## config.mk

```make
export PLATFORM = sky130hd
export DESIGN_NAME = pcpi_mul_ctrl_flat
export DESIGN_NICKNAME = d
export VERILOG_FILES = /design/src/rtl/pcpi_mul_if.sv /design/src/rtl/pcpi_mul_ctrl.sv /design/src/flat_wrapper.sv
export SDC_FILE = /design/constraint.sdc
export NUM_CORES = 1
export LEC_CHECK = 0
export CORE_MARGIN = 2
export CORE_UTILIZATION = 40
export DETAILED_ROUTE_END_ITERATION = 8
export DONT_BUFFER_PORTS = 1
export GPL_ROUTABILITY_DRIVEN = 1
export HOLD_SLACK_MARGIN = 0.1
export PLACE_DENSITY = 0.6
export SETUP_SLACK_MARGIN = 0.15
export SYNTH_ARGS = -nofsm -noshare
export SYNTH_HDL_FRONTEND = slang
export SYNTH_SLANG_ARGS = --single-unit
export TNS_END_PERCENT = 5
```

## constraint.sdc

```tcl
create_clock -name clk -period 3.29 [get_ports clk]
set_clock_uncertainty 0.2 [all_clocks]
set_input_delay 0.658 -clock clk [delete_from_list [all_inputs] [get_ports clk]]
set_output_delay 0.658 -clock clk [all_outputs]
set_load 0.005 [all_outputs]
```

## src/rtl/pcpi_mul_if.sv

```systemverilog
// PCPI request/response bundle between the CPU core and the multiply sequencer.
// The CPU side is the master; the coprocessor side is the slave.
interface pcpi_mul_if;
  logic        pcpi_valid;
  logic [31:0] pcpi_insn;
  logic [31:0] pcpi_rs1;
  logic [31:0] pcpi_rs2;
  logic        pcpi_wr;
  logic [31:0] pcpi_rd;
  logic        pcpi_wait;
  logic        pcpi_ready;

  modport master (
    output pcpi_valid, pcpi_insn, pcpi_rs1, pcpi_rs2,
    input  pcpi_wr, pcpi_rd, pcpi_wait, pcpi_ready
  );

  modport slave (
    input  pcpi_valid, pcpi_insn, pcpi_rs1, pcpi_rs2,
    output pcpi_wr, pcpi_rd, pcpi_wait, pcpi_ready
  );
endinterface

```

## src/rtl/pcpi_mul_ctrl.sv

```systemverilog
// Sequencer between the PCPI port and a shift-add multiplier datapath: decodes
// MUL/MULH/MULHSU/MULHU, starts the datapath, returns the result, and guards it with a watchdog.
module pcpi_mul_ctrl #(
  parameter int unsigned TIMEOUT_CYCLES = 80,
  parameter int unsigned CNT_WIDTH      = 32
) (
  input  logic                 clk,
  input  logic                 resetn,
  pcpi_mul_if.slave            pcpi,
  output logic [31:0]          mul_rs1,
  output logic [31:0]          mul_rs2,
  output logic                 mul_start,
  output logic                 instr_any_mulh,
  output logic                 instr_rs1_signed,
  output logic                 instr_rs2_signed,
  input  logic                 mul_waiting,
  input  logic                 mul_finish,
  input  logic [63:0]          mul_prod,
  output logic                 err_timeout,
  output logic [CNT_WIDTH-1:0] op_count
);

  typedef enum logic [2:0] {S_IDLE, S_START, S_BUSY, S_DONE, S_DRAIN} state_e;

  localparam logic [7:0] BUSY_LAST = 8'(TIMEOUT_CYCLES - 1);

  state_e               state_q, state_d;
  logic [7:0]           busy_cnt_q, busy_cnt_d;
  logic                 after_done_q, after_done_d;
  logic [31:0]          rs1_q, rs1_d, rs2_q, rs2_d, rd_q, rd_d;
  logic                 any_mulh_q, any_mulh_d, rs1_signed_q, rs1_signed_d;
  logic                 rs2_signed_q, rs2_signed_d;
  logic                 start_q, start_d, wait_q, wait_d, ready_q, ready_d, err_q, err_d;
  logic [CNT_WIDTH-1:0] op_count_q, op_count_d;

  logic [2:0] funct3;
  logic       is_mul, accept, timeout_hit, unused_insn;

  assign funct3      = pcpi.pcpi_insn[14:12];
  assign is_mul      = (pcpi.pcpi_insn[6:0] == 7'b0110011) &&
                       (pcpi.pcpi_insn[31:25] == 7'b0000001) && !funct3[2];
  // The cycle right after DONE still sees the old request held valid; never re-claim it.
  assign accept      = (state_q == S_IDLE) && pcpi.pcpi_valid && is_mul && !after_done_q;
  assign timeout_hit = (busy_cnt_q >= BUSY_LAST);
  assign unused_insn = ^{pcpi.pcpi_insn[24:15], pcpi.pcpi_insn[11:7]};

  always_ff @(posedge clk or negedge resetn) begin
    if (!resetn) begin
      state_q      <= S_IDLE;
      busy_cnt_q   <= '0;
      after_done_q <= 1'b0;
      rs1_q        <= '0;
      rs2_q        <= '0;
      rd_q         <= '0;
      any_mulh_q   <= 1'b0;
      rs1_signed_q <= 1'b0;
      rs2_signed_q <= 1'b0;
      start_q      <= 1'b0;
      wait_q       <= 1'b0;
      ready_q      <= 1'b0;
      err_q        <= 1'b0;
      op_count_q   <= '0;
    end else begin
      // NOTE: non-blocking assignments so every flop samples pre-edge values, order-independent.
      state_q      <= state_d;
      busy_cnt_q   <= busy_cnt_d;
      after_done_q <= after_done_d;
      rs1_q        <= rs1_d;
      rs2_q        <= rs2_d;
      rd_q         <= rd_d;
      any_mulh_q   <= any_mulh_d;
      rs1_signed_q <= rs1_signed_d;
      rs2_signed_q <= rs2_signed_d;
      start_q      <= start_d;
      wait_q       <= wait_d;
      ready_q      <= ready_d;
      err_q        <= err_d;
      op_count_q   <= op_count_d;
    end
  end

  // Dropping pcpi_valid abandons the request; the datapath is still allowed to drain.
  always_comb begin
    // NOTE: default assignment first, so no path through the case can infer a latch.
    state_d = state_q;
    unique case (state_q)
      S_IDLE:  if (accept) state_d = S_START;
      S_START: begin
        if (!pcpi.pcpi_valid) state_d = S_DRAIN;
        else if (mul_waiting) state_d = S_BUSY;
      end
      S_BUSY: begin
        if (!pcpi.pcpi_valid) state_d = mul_finish ? S_IDLE : S_DRAIN;
        else if (mul_finish)  state_d = S_DONE;
        else if (timeout_hit) state_d = S_IDLE;
      end
      S_DONE:  state_d = S_IDLE;
      S_DRAIN: if (mul_finish || timeout_hit) state_d = S_IDLE;
      default: state_d = S_IDLE;
    endcase
  end

  always_comb begin
    rs1_d        = rs1_q;
    rs2_d        = rs2_q;
    any_mulh_d   = any_mulh_q;
    rs1_signed_d = rs1_signed_q;
    rs2_signed_d = rs2_signed_q;
    if (accept) begin
      rs1_d        = pcpi.pcpi_rs1;
      rs2_d        = pcpi.pcpi_rs2;
      any_mulh_d   = (funct3 != 3'b000);
      rs1_signed_d = (funct3 == 3'b001) || (funct3 == 3'b010);
      rs2_signed_d = (funct3 == 3'b001);
    end

    busy_cnt_d = '0;
    if (state_q == S_BUSY || state_q == S_DRAIN)
      busy_cnt_d = (busy_cnt_q == 8'hFF) ? busy_cnt_q : busy_cnt_q + 8'd1;

    rd_d = rd_q;
    if (state_q == S_BUSY && state_d == S_DONE)
      rd_d = any_mulh_q ? mul_prod[63:32] : mul_prod[31:0];

    start_d      = (state_q == S_START) && (state_d == S_BUSY);
    wait_d       = (state_d == S_START) || (state_d == S_BUSY);
    ready_d      = (state_d == S_DONE);
    err_d        = timeout_hit && !mul_finish &&
                   ((state_q == S_BUSY && pcpi.pcpi_valid) || state_q == S_DRAIN);
    after_done_d = (state_q == S_DONE);
    op_count_d   = op_count_q + CNT_WIDTH'(state_q == S_DONE);
  end

  assign pcpi.pcpi_wr     = ready_q;
  assign pcpi.pcpi_ready  = ready_q;
  assign pcpi.pcpi_wait   = wait_q;
  assign pcpi.pcpi_rd     = rd_q;
  assign mul_rs1          = rs1_q;
  assign mul_rs2          = rs2_q;
  assign mul_start        = start_q;
  assign instr_any_mulh   = any_mulh_q;
  assign instr_rs1_signed = rs1_signed_q;
  assign instr_rs2_signed = rs2_signed_q;
  assign err_timeout      = err_q;
  assign op_count         = op_count_q;

endmodule

```

## src/flat_wrapper.sv

```systemverilog
// flat-port wrapper written by rule: the top's interface ports become plain ports
module pcpi_mul_ctrl_flat 
#(
  parameter int unsigned TIMEOUT_CYCLES = 80,
  parameter int unsigned CNT_WIDTH      = 32
)
  (clk, resetn, mul_rs1, mul_rs2, mul_start, instr_any_mulh, instr_rs1_signed, instr_rs2_signed, mul_waiting, mul_finish, mul_prod, err_timeout, op_count, pcpi_pcpi_valid, pcpi_pcpi_insn, pcpi_pcpi_rs1, pcpi_pcpi_rs2, pcpi_pcpi_wr, pcpi_pcpi_rd, pcpi_pcpi_wait, pcpi_pcpi_ready);
  pcpi_mul_if pcpi_i ();
  input  logic clk;
  input  logic resetn;
  output logic [31:0] mul_rs1;
  output logic [31:0] mul_rs2;
  output logic mul_start;
  output logic instr_any_mulh;
  output logic instr_rs1_signed;
  output logic instr_rs2_signed;
  input  logic mul_waiting;
  input  logic mul_finish;
  input  logic [63:0] mul_prod;
  output logic err_timeout;
  output logic [CNT_WIDTH-1:0] op_count;
  input wire logic [$bits(pcpi_i.pcpi_valid)-1:0] pcpi_pcpi_valid;
  input wire logic [$bits(pcpi_i.pcpi_insn)-1:0] pcpi_pcpi_insn;
  input wire logic [$bits(pcpi_i.pcpi_rs1)-1:0] pcpi_pcpi_rs1;
  input wire logic [$bits(pcpi_i.pcpi_rs2)-1:0] pcpi_pcpi_rs2;
  output wire logic [$bits(pcpi_i.pcpi_wr)-1:0] pcpi_pcpi_wr;
  output wire logic [$bits(pcpi_i.pcpi_rd)-1:0] pcpi_pcpi_rd;
  output wire logic [$bits(pcpi_i.pcpi_wait)-1:0] pcpi_pcpi_wait;
  output wire logic [$bits(pcpi_i.pcpi_ready)-1:0] pcpi_pcpi_ready;
  assign pcpi_i.pcpi_valid = pcpi_pcpi_valid;
  assign pcpi_i.pcpi_insn = pcpi_pcpi_insn;
  assign pcpi_i.pcpi_rs1 = pcpi_pcpi_rs1;
  assign pcpi_i.pcpi_rs2 = pcpi_pcpi_rs2;
  assign pcpi_pcpi_wr = pcpi_i.pcpi_wr;
  assign pcpi_pcpi_rd = pcpi_i.pcpi_rd;
  assign pcpi_pcpi_wait = pcpi_i.pcpi_wait;
  assign pcpi_pcpi_ready = pcpi_i.pcpi_ready;
  pcpi_mul_ctrl #(.TIMEOUT_CYCLES(TIMEOUT_CYCLES), .CNT_WIDTH(CNT_WIDTH)) u_core (.clk(clk), .resetn(resetn), .pcpi(pcpi_i), .mul_rs1(mul_rs1), .mul_rs2(mul_rs2), .mul_start(mul_start), .instr_any_mulh(instr_any_mulh), .instr_rs1_signed(instr_rs1_signed), .instr_rs2_signed(instr_rs2_signed), .mul_waiting(mul_waiting), .mul_finish(mul_finish), .mul_prod(mul_prod), .err_timeout(err_timeout), .op_count(op_count));
endmodule
```

Word level (Yosys, flattened, before mapping)
Index checks and enable logic that the tools add are counted.
{"block": "word_totals", "reg_bits": 147, "inputBits": 165, "out_inout_bits": 136, "elab_cells": 62}
{"block": "op_classes", "addsub": 2, "magnitude_cmp": 1, "n_eq_ne": 13, "mux": 12, "reduce_logical": 20}
{"op": "32-bit by 1-bit adder with 32-bit output", "count": 1}
{"op": "32-bit 2-to-1 mux", "count": 1}
{"op": "3-bit 2-to-1 mux", "count": 8}
{"op": "8-bit 2-to-1 mux", "count": 2}
{"op": "3-bit by 2-bit == test with 1-bit output (second input constant)", "count": 5}
{"op": "3-bit case mux with 4 select lines", "count": 1}
{"op": "1-bit logical AND", "count": 10}
{"op": "3-bit by 1-bit == test with 1-bit output (second input constant)", "count": 3}
{"op": "8-bit by 1-bit adder with 8-bit output (second input constant)", "count": 1}
{"op": "8-bit == test (second input constant)", "count": 1}
{"op": "8-bit by 7-bit greater-or-equal comparator with 1-bit output (second input constant)", "count": 1}
{"op": "7-bit by 1-bit == test with 1-bit output (second input constant)", "count": 1}
{"op": "7-bit by 6-bit == test with 1-bit output (second input constant)", "count": 1}
{"op": "1-bit logical OR", "count": 5}
{"op": "3-bit == test (second input constant)", "count": 1}
{"op": "1-bit zero test", "count": 3}
{"op": "3-bit zero test", "count": 1}
{"op": "3-bit nonzero test", "count": 1}
{"op": "2-bit != test (second input constant)", "count": 1}

Depth between registers and ports, before layout
Gate-level depths: netlist of run 1.
{"block": "depth", "word_depth": 9, "depth_mapped": 9, "mapped_depth_nobuf": 8}

Least setup slack after synthesis of run 1
Ideal clock, no wire load.
{"block": "synth_path", "path_kind": "input -> register", "start": "in pcpi_pcpi_insn[3]", "end": "reg u_core.rs2_q[23] (netlist: u_core.mul_rs2[23])", "setup_time_ps": 127, "arrival_ps": 1959, "required_time_ps": 2963, "setup_slack_ps": 1003, "stages": 6, "n_path_buf": 2, "cell_sequence": "nor4b_1 -> nand3_1 -> nor3_2 -> buf_4 -> buf_6 -> mux2_1"}
{"block": "synth_via", "elab_chain_len": 5}
{"element": "start: declaration", "line": "flat_wrapper.sv:23", "source": "input wire logic [$bits(pcpi_i.pcpi_insn)-1:0] pcpi_pcpi_insn;"}
{"element": "7-bit by 6-bit == test with 1-bit output", "line": "pcpi_mul_ctrl.sv:40", "source": "assign is_mul = (pcpi.pcpi_insn[6:0] == 7'b0110011) &&"}
{"element": "1-bit logical AND", "line": "pcpi_mul_ctrl.sv:40"}
{"element": "1-bit logical AND", "line": "pcpi_mul_ctrl.sv:41", "source": "(pcpi.pcpi_insn[31:25] == 7'b0000001) && !funct3[2];"}
{"element": "1-bit logical AND (2 in series)", "line": "pcpi_mul_ctrl.sv:43", "source": "assign accept = (state_q == S_IDLE) && pcpi.pcpi_valid && is_mul && !after_done_q;"}
{"element": "end signal: assignment", "line": "pcpi_mul_ctrl.sv:69", "source": "rs2_q <= rs2_d;"}
{"element": "end: declaration", "line": "pcpi_mul_ctrl.sv:30", "source": "logic [31:0] rs1_q, rs1_d, rs2_q, rs2_d, rd_q, rd_d;"}
No other way between the ends.
A chain may end at the register's enable or synchronous reset.

Worst setup path in the final report of run 1
{"block": "layout_path", "start": "reg u_core.state_q[1]", "end": "reg u_core.op_count_q[22] (netlist: u_core.op_count[22])"}
{"block": "layout_via", "elab_chain_len": 2}
{"element": "start: declaration", "line": "pcpi_mul_ctrl.sv:27", "source": "state_e state_q, state_d;"}
{"element": "start signal: assignment", "line": "pcpi_mul_ctrl.sv:65", "source": "state_q <= state_d;"}
{"element": "3-bit by 2-bit == test with 1-bit output"}
{"element": "via u_core.after_done_d", "line": "pcpi_mul_ctrl.sv:29", "source": "logic after_done_q, after_done_d;"}
{"element": "32-bit by 1-bit adder with 32-bit output", "line": "pcpi_mul_ctrl.sv:131", "source": "op_count_d = op_count_q + CNT_WIDTH'(state_q == S_DONE);"}
{"element": "via u_core.op_count_d[22]", "line": "pcpi_mul_ctrl.sv:34", "source": "logic [CNT_WIDTH-1:0] op_count_q, op_count_d;"}
{"element": "end signal: assignment", "line": "pcpi_mul_ctrl.sv:78", "source": "op_count_q <= op_count_d;"}
{"element": "end: declaration", "line": "pcpi_mul_ctrl.sv:34"}
The timed path passes the listed nets, and every way through them passes these cells.

==> results of run 1 <==
layout make-up:
type | instances | area [µm²]
clock buffers | 17 | 425.4
inverters | 4 | 15.01
fillers | 1385 | 8150
repair buffers | 3 | 35.03
well taps | 188 | 235.2
flip-flops and latches | 147 | 3680
clock inverters | 14 | 225.2
multi-input cells | 306 | 2323
sequential cells by signal (all words and copies together) (netlist names):
name,cells
u_core.after_done_q,1
u_core.busy_cnt_q,8
u_core.err_timeout,1
u_core.instr_any_mulh,1
u_core.instr_rs1_signed,1
u_core.instr_rs2_signed,1
u_core.mul_rs1,32
u_core.mul_rs2,32
u_core.mul_start,1
u_core.op_count,32
u_core.pcpi.pcpi_rd,32
u_core.pcpi.pcpi_ready,1
u_core.pcpi.pcpi_wait,1
u_core.state_q,3
logic make-up (layout without fill, tap and decap cells):
logic type      Yosys count  in the layout  synth area share, %
flops                   147            147                60.06
simple gates            122            122                10.21
buf+inv                  28             38                2.145
mux                     100            100                17.71
compound gates           48             48                4.535
fa+ha+maj                 3              3               0.6129
xor+xnor                 33             33                4.719
through the flow:
| stage | util [%] | instance area [µm²] | setup slack (ns) | instances | hold slack [ns] |
|---|---|---|---|---|---|
| after global placement | 41.68 | 6289 | 0.8591 | 648 | 0.1653 |
| after CTS | 45.99 | 6939 | 0.7421 | 679 | -0.2846 |
| after detailed placement | 41.68 | 6289 | 0.7730 | 648 | 0.1658 |
| after global routing | 45.99 | 6939 | 0.5118 | 679 | -0.2972 |
| final | 45.99 | 6939 | 0.7750 | 679 | -0.2591 |
| after floorplan | - | 6125 | 1.003 | 481 | 0.1624 |
cell usage after synthesis, types with 2 or more instances:
library cell	number
a31oi_1	2
nor3_1	8
buf_4	2
nand2b_1	3
mux2i_1	33
mux2_1	8
buf_1	2
and3_1	5
nor2_1	14
o21ai_0	34
a21o_1	2
xnor2_1	27
a311o_1	2
nand3_1	15
and2_1	2
buf_2	9
dfrtp_1	147
nand4_1	13
clkbuf_1	10
xor2_1	6
nand2_1	45
nor4bb_1	2
inv_1	4
and4_1	8
ha_1	3
nor3b_1	2
mux2_2	59
a21oi_1	2
worst max-delay path by stage:
| stage | cells past startpoint | end |
|---|---|---|
| after floorplan | 6 | u_core.mul_rs2[23] |
| after global placement | 9 | u_core.op_count[22] |
| after detailed placement | 9 | u_core.op_count[28] |
| after CTS | 9 | u_core.op_count[28] |
| after global routing | 9 | u_core.op_count[22] |
| final | 9 | u_core.op_count[22] |
per-layer routing:
metal | share of wire [%] | track usage (%) | vias to the layer above
li1 | - | - | 1700
met1 | 40 | 19.30 | 1840
met2 | 50 | 26.71 | 153
met3 | 9.2 | 7.346 | 12
met4 | 1.5 | 5.365 | 0
met5 | 0 | 0 | -
power by group:
part / internal, mW / total, mW / switching (mW)
clock network: 1.36 / 2.13 / 0.771
logic: 0.0132 / 0.0226 / 0.00945
registers: 1.81 / 1.81 / 0.000698
total: 3.18 / 3.96 / 0.781
placed cells by master, fill, tap and decap left out, drive strengths merged, types with 2 or more instances in the layout:
cell,count
dfrtp,147
mux2,67
nand2,45
o21ai,34
mux2i,33
xnor2,27
clkbuf,17
nand3,15
nor2,14
nand4,13
nor3,9
inv,9
and4,8
xor2,6
and3,5
bufinv,5
nand2b,3
ha,3
buf,3
and2,2
a311o,2
a21oi,2
nor4bb,2
a21o,2
nor3b,2
a31oi,2
clkinvlp,2
clkinv,2
repair_timing:
action / CTS / global route
endpoints found under the setup margin: 0 / 0
endpoints found under the hold margin: 147 / 147
buffers inserted: 0 / 0
==> flow_metrics.tcl, run 1 <==
set metrics [dict create \
    status "finished, violations left" \
    violations "hold timing" \
    io_pins 301 \
    slowest_stage "dfrtp_1" \
    syn2layout_area_growth_pct 13.30 \
    reg2reg_from "u_core.state_q[1]" \
    min_period_over_period_pct 76.44 \
    rows 45 \
    ir_worst_vdd_v 0.0003379 \
    drt_wl_total_mm 13.30 \
    worst-path-max-fanout 11 \
    yosys.area.top_type_share_pct 60.06 \
    grt_usage_pct 16.34 \
    final.min_clock_period_ns 2.515 \
    p_total_mw 3.959 \
    grt_pass1_wl_mm 20.56 \
    grt_pass1_vias 3840 \
    drtIter0Drc 146 \
    synth_seq_cells 147 \
    path_cells "nand2b_1 -> nor2_1 -> ha_1 -> ha_1 -> nand3_1 -> nor3_1 -> buf_4 -> nand4_1 -> xnor2_1" \
    crit_start "u_core.state_q[1]" \
    cts-root-buf "clkbuf_16" \
    rrSetupSlack_ns 0.77 \
    dieArea_um2 16320 \
    synthArstFlopShare_pct 100.0 \
    numCtsBuffers 17 \
    grt_overflow 0 \
    firstDrtPassIters 4 \
    routabilityCongestion 0.8078 \
    yosys.area.top_type "dfrtp_1" \
    clk_pin_slew_ns 0.06 \
    clockBufferDepth 2 \
    die_y_um 127.7 \
    insertion_delay_ns 0.41 \
    leakage_nw 3.211 \
    syn_area_um2 6125 \
    synth_fp_nets 649 \
    synth_edf_count 0 \
    drc 0 \
    cp-start-kind "flop" \
    worstPathRequired_ns 3.38 \
    synth_flop_cell "dfrtp_1" \
    hold_viol 147 \
    cts_sinks 147 \
    core-area_um2 15090 \
    syn_area_per_cell_um2 12.73 \
    crit_top_cell "ha_1" \
    drv_slew 0 \
    netlist_instances 481 \
    htreeDepth 4 \
    clock.fmax_mhz 397.6 \
    avgViaCountPerCell 5.457 \
    p_per_area_nw_per_um2 570.5 \
    synth_cell_type_count 40 \
    die_w_um 127.7 \
    worst-path-buf-inv 1 \
    hpwl_mm 9.406 \
    rr_worst_depth 9 \
    criticalPathCategory "flop to flop" \
    cts_tree "yes" \
    ant_nets 0 \
    max_stage_delay_ns 0.51 \
    antenna_cells 0 \
    rr_endpoint "u_core.op_count[22]" \
    drive_gt1_share_pct 19.96 \
    setup_tns_ns 0 \
    cp-end-kind "flop" \
    post_cts_resize_count 0 \
    hold_ws_ns -0.2591 \
    antenna_found_initial 0 \
    setup_violations 0 \
    yosys_warnings 0 \
    numPortBuffers 0 \
    tightest_slew_ns 0.9753 \
    nets 647 \
    grt_max_degree 148 \
    drv_cap 0 \
    synthTopCellsByArea "dfrtp_1 (60%), mux2_2 (11%), mux2i_1 (5.4%), xnor2_1 (3.9%), o21ai_0 (2.8%)" \
    rsz0062_at_grt "false" \
    cp.arrival_ns 2.61 \
    post_drt_wl_per_cell_um 19.59 \
    maxSlewHeadroom_pct 34.75 \
    hold_class "input port to async pin" \
    start_util_pct 40.59 \
    critPathTopFamily "simple AND/OR/NAND/NOR gates" \
    seq_area_frac_synth_pct 60.06 \
    vias 3705 \
]
No activity file was read; power rests on OpenSTA's default activity.
==> run 2, diff against run 1 <==
--- a/config.mk
+++ b/config.mk
@@ -11,7 +11,7 @@
 export DONT_BUFFER_PORTS = 1
 export GPL_ROUTABILITY_DRIVEN = 1
 export HOLD_SLACK_MARGIN = 0.1
-export PLACE_DENSITY = 0.6
+export PLACE_DENSITY = 0.62
 export SETUP_SLACK_MARGIN = 0.15
 export SYNTH_ARGS = -nofsm -noshare
 export SYNTH_HDL_FRONTEND = slang
==> constraint.sdc (replaced) <==
create_clock -name clk -period 2.03 [get_ports clk]
set_clock_uncertainty 0.2 [all_clocks]
set_input_delay 0.406 -clock clk [delete_from_list [all_inputs] [get_ports clk]]
set_output_delay 0.406 -clock clk [all_outputs]
set_load 0.005 [all_outputs]
==> run 2 against run 1 <==
The flow finishes with violations (hold timing, setup timing). Register-to-register slack lost 0.83 ns. Global-route usage grew 2.4 points. Cell count grew 23%. Via count grew 20%. Power grew 59%. Routed wire length grew 22%. Hold slack lost 0.26 ns. Core utilization grew 13 points. Fmax grew 21%. Highest routed layer unchanged. Critical path type unchanged.
==> flow_metrics.tcl, run 2 (synthesized netlist as in run 1, its figures left out) <==
set metrics [dict create \
    layout_common_cells "dfrtp_1 (145), dlygate4sd3_1 (121), nand2_1 (45), mux2_4 (42), o21ai_0 (33)" \
    htreeDepth 4 \
    rrSetupSlack_ns -0.05 \
    drtIter0Drc 197 \
    hold_viol 147 \
    status "finished, violations left" \
    antenna_cells 0 \
    clock.fmax_mhz 480.3 \
    place_area_um2 6472 \
    numCtsBuffers 17 \
    hpwl_mm 8.804 \
    multi_input_area_um2 2601 \
    drv_slew 0 \
    grt_max_degree 148 \
    tightest_slew_ns 0.3278 \
    grt_pass1_wl_mm 23.99 \
    start_util_pct 40.59 \
    reg2reg_from "u_core.state_q[1]" \
    ff_latch_area_um2 3681 \
    numPortBuffers 0 \
    avgViaCountPerCell 5.317 \
    combPwrFrac_pct 4.2 \
    maxSlewHeadroom_pct 77.58 \
    ir_worst_vdd_v 0.0005290 \
    power_frac_clock_pct 49.3 \
    path_cells "nor4bb_1 -> nand2_1 -> nor3_4 -> buf_4 -> buf_12 -> mux2_2" \
    n_fill_cell 1154 \
    clk_pin_slew_ns 0.06 \
    cts_sinks 147 \
    drive_gt1_share_pct 22.38 \
    criticalPathCategory "flop to flop" \
    firstDrtPassIters 4 \
    violations "hold timing, setup timing" \
    p_int_mw 4.990 \
    p_sw_mw 1.310 \
    antenna_found_initial 0 \
    drt_wl_total_mm 16.28 \
    drv_cap 0 \
    sw_frac_of_total_pct 20.79 \
    rr_worst_depth 6 \
    cp.arrival_ns 2.17 \
    clockBufferDepth 2 \
    die_w_um 127.7 \
    die_y_um 127.7 \
    grt_pass1_vias 4640 \
    pwr-share-seq_pct 46.5 \
    slowest_stage "dfrtp_2" \
    min_period_over_period_pct 102.6 \
    drc 0 \
    ant_nets 0 \
    worstPathRequired_ns 2.12 \
    grt_overflow 0 \
    mostFrequentLayoutCell "dfrtp_1" \
    p_per_area_nw_per_um2 712.9 \
    rsz0062_at_grt "true" \
    setup_violations 25 \
    final.min_clock_period_ns 2.082 \
    p_total_mw 6.300 \
    hold_ws_ns -0.5183 \
    nets 803 \
    rows 45 \
    insertion_delay_ns 0.42 \
    worst-path-buf-inv 2 \
    io_pins 301 \
    grt_usage_pct 18.71 \
    core-area_um2 15090 \
    routabilityCongestion 0.7483 \
    hold_class "input port to async pin" \
    final_cell_area_um2 8836 \
    worst-path-max-fanout 25 \
    rr_endpoint "u_core.mul_rs1[31]" \
    vias 4445 \
    post_drt_wl_per_cell_um 19.47 \
    critPathTopFamily "simple AND/OR/NAND/NOR gates" \
    leakage_nw 4.055 \
    cp-end-kind "flop" \
    place_ws_ns -0.06783 \
    cts-root-buf "clkbuf_16" \
    syn2layout_area_growth_pct 44.27 \
    cp-start-kind "flop" \
    final.setup.worst_slack_ns -0.05207 \
    cts_tree "yes" \
    max_stage_delay_ns 0.43 \
    dieArea_um2 16320 \
]
## run 2: cell types whose count changed in the layout (fill, tap and decap cells not counted), sizes merged
cell,before,now
buf,3,22
bufinv,5,2
clkbuf,17,22
clkinv,2,3
clkinvlp,2,3
dlygate4sd3,0,121
dlymetal6s4s,0,13
## run 2: how the worst max path moves through the flow
stage,startpoint,endpoint,slack [ns],cells after the start
after CTS,u_core.state_q[1],u_core.mul_rs2[9],-0.02,6
after global routing,u_core.state_q[1],u_core.mul_rs1[31],-0.14,6
after global placement,u_core.state_q[1],u_core.mul_rs1[6],-0.05,5
final,u_core.state_q[1],u_core.mul_rs1[31],-0.05,6
after detailed placement,pcpi_pcpi_insn[3],u_core.mul_rs1[5],-0.07,5
after floorplan,u_core.state_q[1],u_core.mul_rs2[23],0.03,6
## run 2: routing by layer
| layer | GRT usage [%] | up-vias | wire, µm |
|---|---|---|---|
| li1 | - | 2017 | - |
| met1 | 21.87 | 2241 | 6195 |
| met2 | 32.81 | 166 | 8779 |
| met3 | 5.509 | 21 | 1046 |
| met4 | 6.593 | 0 | 256 |
| met5 | 0 | - | 0 |
## run 2: cell type report
type,instances,area share [%]
clock inverters,13,1.643
well taps,188,2.662
multi-input cells,306,29.44
flip-flops and latches,147,41.66
repair buffers,159,19.41
clock buffers,19,5.013
inverters,4,0.1699
## run 2: stage by stage
step / std cells / util, % / setup TNS (ns)
2_1_floorplan: 481 / - / 0
3_3_place_gp: 657 / 42.89 / -2.167
3_5_place_dp: 657 / 42.89 / -2.990
4_1_cts: 831 / 56.62 / -0.4546
5_1_grt: 836 / 58.56 / -6.078
6_report: 836 / 58.56 / -0.6047
## run 2: repair_timing
| action | CTS | global route |
|---|---|---|
| setup buffers | 5 | 1 |
| hold buffers | 133 | 1 |
| pin swaps | 17 | 9 |
| gates resized for setup | 12 | 59 |
| gates cloned | 4 | 3 |
| hold endpoints to repair | 251 | 148 |
| setup endpoints to repair | 89 | 124 |
## run 2: power by group through the flow
stage / logic [mW] / registers, mW / clock network (mW)
finish: 0.264 / 2.93 / 3.10
global route: 0.280 / 2.93 / 3.32
CTS: 0.241 / 2.93 / 3.18
detailed placement: 0.0389 / 2.99 / 0
global placement: 0.0375 / 2.99 / 0
floorplan: 0.0303 / 2.99 / 0
